## config.mk

```make
export PLATFORM = sky130hd
export DESIGN_NAME = shift_control_flat
export DESIGN_NICKNAME = d
export VERILOG_FILES = /design/src/rtl/shift_control_if.sv /design/src/rtl/shift_control.sv /design/src/flat_wrapper.sv
export SDC_FILE = /design/constraint.sdc
export NUM_CORES = 1
export LEC_CHECK = 0
export ABC_AREA = 1
export CAP_MARGIN = 10
export CORE_AREA = 5 5 42 44
export DETAILED_ROUTE_END_ITERATION = 10
export DIE_AREA = 0 0 47 49
export MAX_ROUTING_LAYER = met4
export PLACE_DENSITY = 0.63
export RECOVER_POWER = 50
export SYNTH_ARGS = -nofsm -noshare
export SYNTH_HDL_FRONTEND = slang
export SYNTH_SLANG_ARGS = --single-unit
export TNS_END_PERCENT = 100
```

## constraint.sdc

```tcl
create_clock -name Clk -period 1.2 [get_ports Clk]
set_clock_uncertainty 0.1 [all_clocks]
set_input_delay 0.12 -clock Clk [delete_from_list [all_inputs] [get_ports Clk]]
set_output_delay 0.12 -clock Clk [all_outputs]
set_load 0.01 [all_outputs]
```

## src/rtl/shift_control_if.sv

```systemverilog
// shift_control_if: operator switch inputs and A/B register strobes exchanged by shift_control.
interface shift_control_if #(parameter int N = 8);
    localparam int W = $clog2(N + 1);
    logic execute;
    logic load_a;
    logic load_b;
    logic ld_a;
    logic ld_b;
    logic shift_en;
    logic busy;
    logic done;
    logic [W-1:0] count;
    modport master(input execute, load_a, load_b, output ld_a, ld_b, shift_en, busy, done, count);
    modport slave(output execute, load_a, load_b, input ld_a, ld_b, shift_en, busy, done, count);
endinterface

```

## src/rtl/shift_control.sv

```systemverilog
// shift_control: turns Execute/LoadA/LoadB switches into load strobes and N-cycle shift runs.
// Define SHIFT_CTRL_SYNC_EN to pass the three switch inputs through two-flop synchronizers.
module shift_control #(parameter int N = 8) (
    input logic Clk,
    input logic Reset,
    shift_control_if.master bus
);
    localparam int W = $clog2(N + 1);
    localparam logic [W-1:0] LAST = W'(N - 1);
    localparam logic [W-1:0] FULL = W'(N);
    typedef enum logic [1:0] {IDLE, SHIFT, HOLD} state_t;
    state_t state;
    logic [W-1:0] cnt;
    logic shift_q, done_q;
    logic execute_s, load_a_s, load_b_s;
`ifdef SHIFT_CTRL_SYNC_EN
    logic [1:0] e_sync, a_sync, b_sync;
    always_ff @(posedge Clk) begin
        if (Reset) begin
            e_sync <= '0;
            a_sync <= '0;
            b_sync <= '0;
        end else begin
            e_sync <= {e_sync[0], bus.execute};
            a_sync <= {a_sync[0], bus.load_a};
            b_sync <= {b_sync[0], bus.load_b};
        end
    end
    assign execute_s = e_sync[1];
    assign load_a_s = a_sync[1];
    assign load_b_s = b_sync[1];
`else
    assign execute_s = bus.execute;
    assign load_a_s = bus.load_a;
    assign load_b_s = bus.load_b;
`endif
    always_ff @(posedge Clk) begin
        if (Reset) begin
            state <= IDLE;
            cnt <= '0;
            shift_q <= 1'b0;
            done_q <= 1'b0;
        end else begin
            case (state)
                IDLE: if (execute_s) begin
                    state <= SHIFT;
                    cnt <= '0;
                    shift_q <= 1'b1;
                end
                SHIFT: if (cnt == LAST) begin
                    state <= HOLD;
                    cnt <= FULL;
                    shift_q <= 1'b0;
                    done_q <= 1'b1;
                end else begin
                    cnt <= cnt + W'(1);
                end
                HOLD: if (!execute_s) begin
                    state <= IDLE;
                    done_q <= 1'b0;
                end
                default: state <= IDLE;
            endcase
        end
    end
    // Load strobes only exist in IDLE, so they can never coincide with a shift.
    assign bus.ld_a = !Reset && state == IDLE && load_a_s;
    assign bus.ld_b = !Reset && state == IDLE && load_b_s;
    assign bus.shift_en = !Reset && shift_q;
    assign bus.busy = !Reset && shift_q;
    assign bus.done = !Reset && done_q;
    assign bus.count = Reset ? '0 : cnt;
endmodule

```

## src/flat_wrapper.sv

```systemverilog
// flat-port wrapper written by rule: the top's interface ports become plain ports
module shift_control_flat 
#(parameter int N = 8)
  (Clk, Reset, bus_execute, bus_load_a, bus_load_b, bus_ld_a, bus_ld_b, bus_shift_en, bus_busy, bus_done, bus_count);
  shift_control_if #(.N(N)) bus_i ();
  input logic Clk;
  input logic Reset;
  input wire logic [$bits(bus_i.execute)-1:0] bus_execute;
  input wire logic [$bits(bus_i.load_a)-1:0] bus_load_a;
  input wire logic [$bits(bus_i.load_b)-1:0] bus_load_b;
  output wire logic [$bits(bus_i.ld_a)-1:0] bus_ld_a;
  output wire logic [$bits(bus_i.ld_b)-1:0] bus_ld_b;
  output wire logic [$bits(bus_i.shift_en)-1:0] bus_shift_en;
  output wire logic [$bits(bus_i.busy)-1:0] bus_busy;
  output wire logic [$bits(bus_i.done)-1:0] bus_done;
  output wire logic [$bits(bus_i.count)-1:0] bus_count;
  assign bus_i.execute = bus_execute;
  assign bus_i.load_a = bus_load_a;
  assign bus_i.load_b = bus_load_b;
  assign bus_ld_a = bus_i.ld_a;
  assign bus_ld_b = bus_i.ld_b;
  assign bus_shift_en = bus_i.shift_en;
  assign bus_busy = bus_i.busy;
  assign bus_done = bus_i.done;
  assign bus_count = bus_i.count;
  shift_control #(.N(N)) u_core (.Clk(Clk), .Reset(Reset), .bus(bus_i));
endmodule
```

# After elaboration in Yosys (flattened, before gate mapping)
# Index checks and enable logic that the tools add are counted.
totals:
  register_bits: 8
  inputBits: 5
  output_inout_bits: 9
  word_cells: 38
op_classes:
  n_addsub: 1
  eq_ne: 6
  mux: 14
  n_reduce_logical: 13
op_table:
  columns: ["operator", "n"]
  rows:
  - ["$mux W4", 3]
  - ["$reduce_and A3 Y1", 3]
  - ["$pmux W4 S2", 1]
  - ["$mux W2", 3]
  - ["$pmux W2 S3", 1]
  - ["$logic_and A1 B1 Y1", 5]
  - ["$add A4 B1 Y4 const B", 1]
  - ["$eq A4 B3 Y1 const B", 1]
  - ["$mux W1", 4]
  - ["$ne A2 B2 Y1 const B", 2]
  - ["$pmux W1 S2", 2]
  - ["$reduce_bool A2 Y1", 2]
  - ["$eq A2 B1 Y1 const B", 1]
  - ["$eq A2 B2 Y1 const B", 1]
  - ["$logic_not A2 Y1", 1]
  - ["$ne A2 B1 Y1 const B", 1]
  - ["$reduce_and A2 Y1", 1]
  - ["$logic_not A1 Y1", 1]

# Logic depth before layout (Yosys ltp)
logic_depth:
  word_depth: 3
  ltp_mapped: 6
  depth_no_buf: 6

# Least setup slack after synthesis
# No wires, ideal clock.
synth_timing:
  path_type: "register to register"
  start: "register u_core.cnt[0]"
  end: "register u_core.shift_q"
  arrival_ps: 861
  setup_slack_ps: 126
  path_stages_with_launch: 7
  path_buffers: 0
  synth_period_minus_slack_ps: 1074
  cell_sequence: "dfxtp_1 ha_1 nand3_2 inv_1 nand2_2 nand2_1 nand2_1"
synth_between:
  elab_chain_len: 3
synth_lines:
  columns: ["element", "line_no", "rtl"]
  rows:
  - ["start: declaration", "shift_control.sv:13", "logic [W-1:0] cnt;"]
  - ["start signal: assignment", "shift_control.sv:56", "cnt <= cnt + W'(1);"]
  - ["$eq A4 B3 Y1", "shift_control.sv:50", "SHIFT: if (cnt == LAST) begin"]
  - ["$ne A2 B1 Y1 (no source line)", null, null]
  - ["$reduce_and A3 Y1 (no source line)", null, null]
  - ["end signal: assignment", "shift_control.sv:41", "shift_q <= 1'b0;"]
  - ["end signal: assignment", "shift_control.sv:48", "shift_q <= 1'b1;"]
  - ["end signal: assignment", "shift_control.sv:53", "shift_q <= 1'b0;"]
  - ["end: declaration", "shift_control.sv:14", "logic shift_q, done_q;"]
# No other way between the ends.
# A chain may end at the register's enable or synchronous reset.

# Worst setup path in the final report
layout_timing:
  start: "register u_core.state[1]"
  end: "output port bus_ld_a"
layout_between:
  elab_chain_len: 3
layout_lines:
  columns: ["element", "line_no", "rtl"]
  rows:
  - ["start: declaration", "shift_control.sv:12", "state_t state;"]
  - ["start signal: assignment", "shift_control.sv:39", "state <= IDLE;"]
  - ["start signal: assignment", "shift_control.sv:46", "state <= SHIFT;"]
  - ["start signal: assignment", "shift_control.sv:51", "state <= HOLD;"]
  - ["$logic_not A2 Y1", "shift_control.sv:67", "assign bus.ld_a = !Reset && state == IDLE && load_a_s;"]
  - ["$logic_and A1 B1 Y1 (2 in a row)", "shift_control.sv:67", null]
  - ["end: declaration", "flat_wrapper.sv:11", "output wire logic [$bits(bus_i.ld_a)-1:0] bus_ld_a;"]
# No other way between the ends.

==> flow_summary.json <==
{
  "drt_iter0_markers": 3,
  "dr.pass1.iters": 3,
  "design_area_sq_um": 676,
  "hpwlAfterDp_um": 852,
  "violations": "negative setup slack",
  "fin_crit_sh_pct": 100,
  "port_buffers": 13,
  "rows": 14,
  "post_drt_wl_per_cell_um": 10.4,
  "root_buffer": "clkbuf_4",
  "min_path_type": "primary input to flip-flop",
  "grt_pass1_wl_mm": 2.01,
  "drt_wl_total_mm": 1.14,
  "rsz0062_at_grt": "yes",
  "arrival_ns": 0.99,
  "synth.ff_latch_count": 8,
  "die_h_um": 49,
  "setup_viol": 2,
  "r2r-end": "u_core.shift_q",
  "slew_headroom_pct": 78.7,
  "die_w_um": 47,
  "grt_max_degree": 7,
  "ant_nets": 0,
  "swShare_pct": 27.3,
  "gr-total-overflow": 0,
  "stdcell_count": 109,
  "start_util_pct": 31.0,
  "cts_buffers": 3,
  "nFillCells": 164,
  "antennaDiodeCount": 0,
  "min_period_ns": 1.21,
  "rr_startpoint": "u_core.cnt[1]",
  "dieArea_sq_um": 2300,
  "synth_nets": 74,
  "start_kind": "flip-flop",
  "clockBufferDepth": 2,
  "max_freq_mhz": 829,
  "clkPwrFrac_pct": 32.6,
  "final_hold_viol_count": 0,
  "maxSlewViolCount": 0,
  "clk_latency_ns": 0.25,
  "cts_max_level": 1,
  "syn_inst": 68,
  "globalplace.congestion": 0.725,
  "reg2reg_slack_ns": 0.09,
  "synth_area_sq_um": 434,
  "nets": 101,
  "ys_types": 15,
  "ir_drop_mv": 0.879,
  "viasPerCell": 4.45,
  "cp.required_ns": 0.98,
  "num_vias": 485,
  "utilization_pct": 48.2,
  "switchingPower_uw": 174,
  "cts_tree": "built",
  "status": "complete, but fails checks",
  "share_comb_of_total_power_pct": 22.1,
  "syn_area_per_cell_sq_um": 6.38,
  "hold_path_startpoint": "Reset",
  "io_pins": 14,
  "seq_area_frac_synth_pct": 36.9,
  "tightest_slew_ns": 0.315,
  "endpoint": "bus_ld_a",
  "clkTransAtPathRegs_ns": 0.05,
  "cp-end-kind": "output port",
  "power_report.internal_total_uw": 463,
  "dpl_cell_area_sq_um": 647,
  "core_sq_um": 1400,
  "pwr-share-seq_pct": 45.3,
  "setup_ws_ns": -0.00576,
  "grt_antenna_before_repair": 0,
  "clock_sinks": 8,
  "crit_fanout": 2,
  "power_density_nw_per_um2": 943,
  "grtUsageTotal_pct": 12.1,
  "maxCapViolations": 0,
  "startpoint": "u_core.state[1]",
  "p_leak_uw": 0.000324,
  "setup-tns-final_ns": -0.0105,
  "drc": 0,
  "worstRegToRegCells": 7,
  "placed_cells": 105,
  "synth_warnings": 0,
  "drive_above_1_share_pct": 39.8,
  "grt_pass1_vias": 451,
  "crit_type": "flip-flop to output port",
  "area_delta_synth_final_pct": 55.6
}
## synth_stat cells
library cell,n,area (sq um)
nor2_1,10,37.5
nand3_1,9,45.0
buf_2,1,5.00
dfxtp_1,8,160
inv_2,2,7.51
nand4_1,1,6.26
nor2_2,1,6.26
buf_4,1,7.51
nand2_2,2,12.5
ha_1,1,12.5
a21oi_1,4,20.0
o21ai_0,2,10.0
nand2_1,14,52.6
inv_1,11,41.3
nand3_2,1,10.0
## worst min-delay path by stage
stage,end,depth (start not counted)
2_1_floorplan,u_core.state[1],2
3_3_place_gp,u_core.done_q,2
3_5_place_dp,u_core.done_q,2
4_1_cts,u_core.shift_q,4
5_1_grt,u_core.shift_q,4
6_report,u_core.shift_q,4
## power groups by stage
stage                     logic, uW  registers, uW  clock network [uW]
after floorplan                59.5            293                   0
after global placement          135            289                   0
after detailed placement        136            289                   0
after CTS                       135            285                 218
after global routing            158            291                 234
final                           141            289                 208
## stage by stage
stage	total power, uW	setup WS, ns	hold WS, ns
floorplan	353	0.126	0.185
global placement	424	-0.438	0.372
detailed placement	425	-0.467	0.367
CTS	639	-0.0110	0.230
global route	683	-0.0979	0.258
finish	637	-0.00576	0.232
## cell usage in the layout, fill, tap and decap left out, drive strengths merged
cell type      count
nand2             16
buf               15
inv               13
nor2              11
nand3             10
dfxtp              8
clkbuf             7
a21oi              4
clkdlybuf4s50      3
o21ai              2
nand4              1
ha                 1
dlygate4sd2        1
clkdlybuf4s15      1
## repair_timing
item | CTS | global route
hold buffers | 0 | 0
setup endpoints to repair | 9 | 14
resized for setup | 28 | 19
cloned | 0 | 0
pin swaps | 2 | 2
setup buffers | 1 | 0
## critical path, cell delays in order (launching register included)
cell	delay [ns]
dfxtp_2	0.33
nor2_4	0.12
nand2_2	0.07
nor2_1	0.08
buf_2	0.13
## logic make-up after synthesis
group	after synthesis	share of synthesized area [%]
buf+inv	15	14.1
simple gates	38	39.2
compound gates	6	6.92
fa+ha+maj	1	2.88
flops	8	36.9
## layout make-up
type	count	area (sq um)	area share, %
clock buffer	3	22.5	3.33
inverter	13	48.8	7.22
multi-input combinational	45	245	36.3
sequential	8	168	24.8
tap	16	20.0	2.96
timing repair buffer	24	171	25.4
## sequential cells by signal, summed over array words and instances, names as in the netlist
signal          count
u_core.shift_q      1
u_core.cnt          4
u_core.done_q       1
u_core.state        2
## metal layers
metal  track usage [%]  wire length (um)  part of all wire [%]  vias to the layer above
li1                  -                 -                     -                      263
met1              16.5               521                    46                      209
met2              16.3               545                    48                        9
met3              3.32                45                   4.0                        4
met4              5.53                25                   2.2                        0
met5                 -                 0                     0                        -
Note: power is estimated with default switching activity, not from simulation.
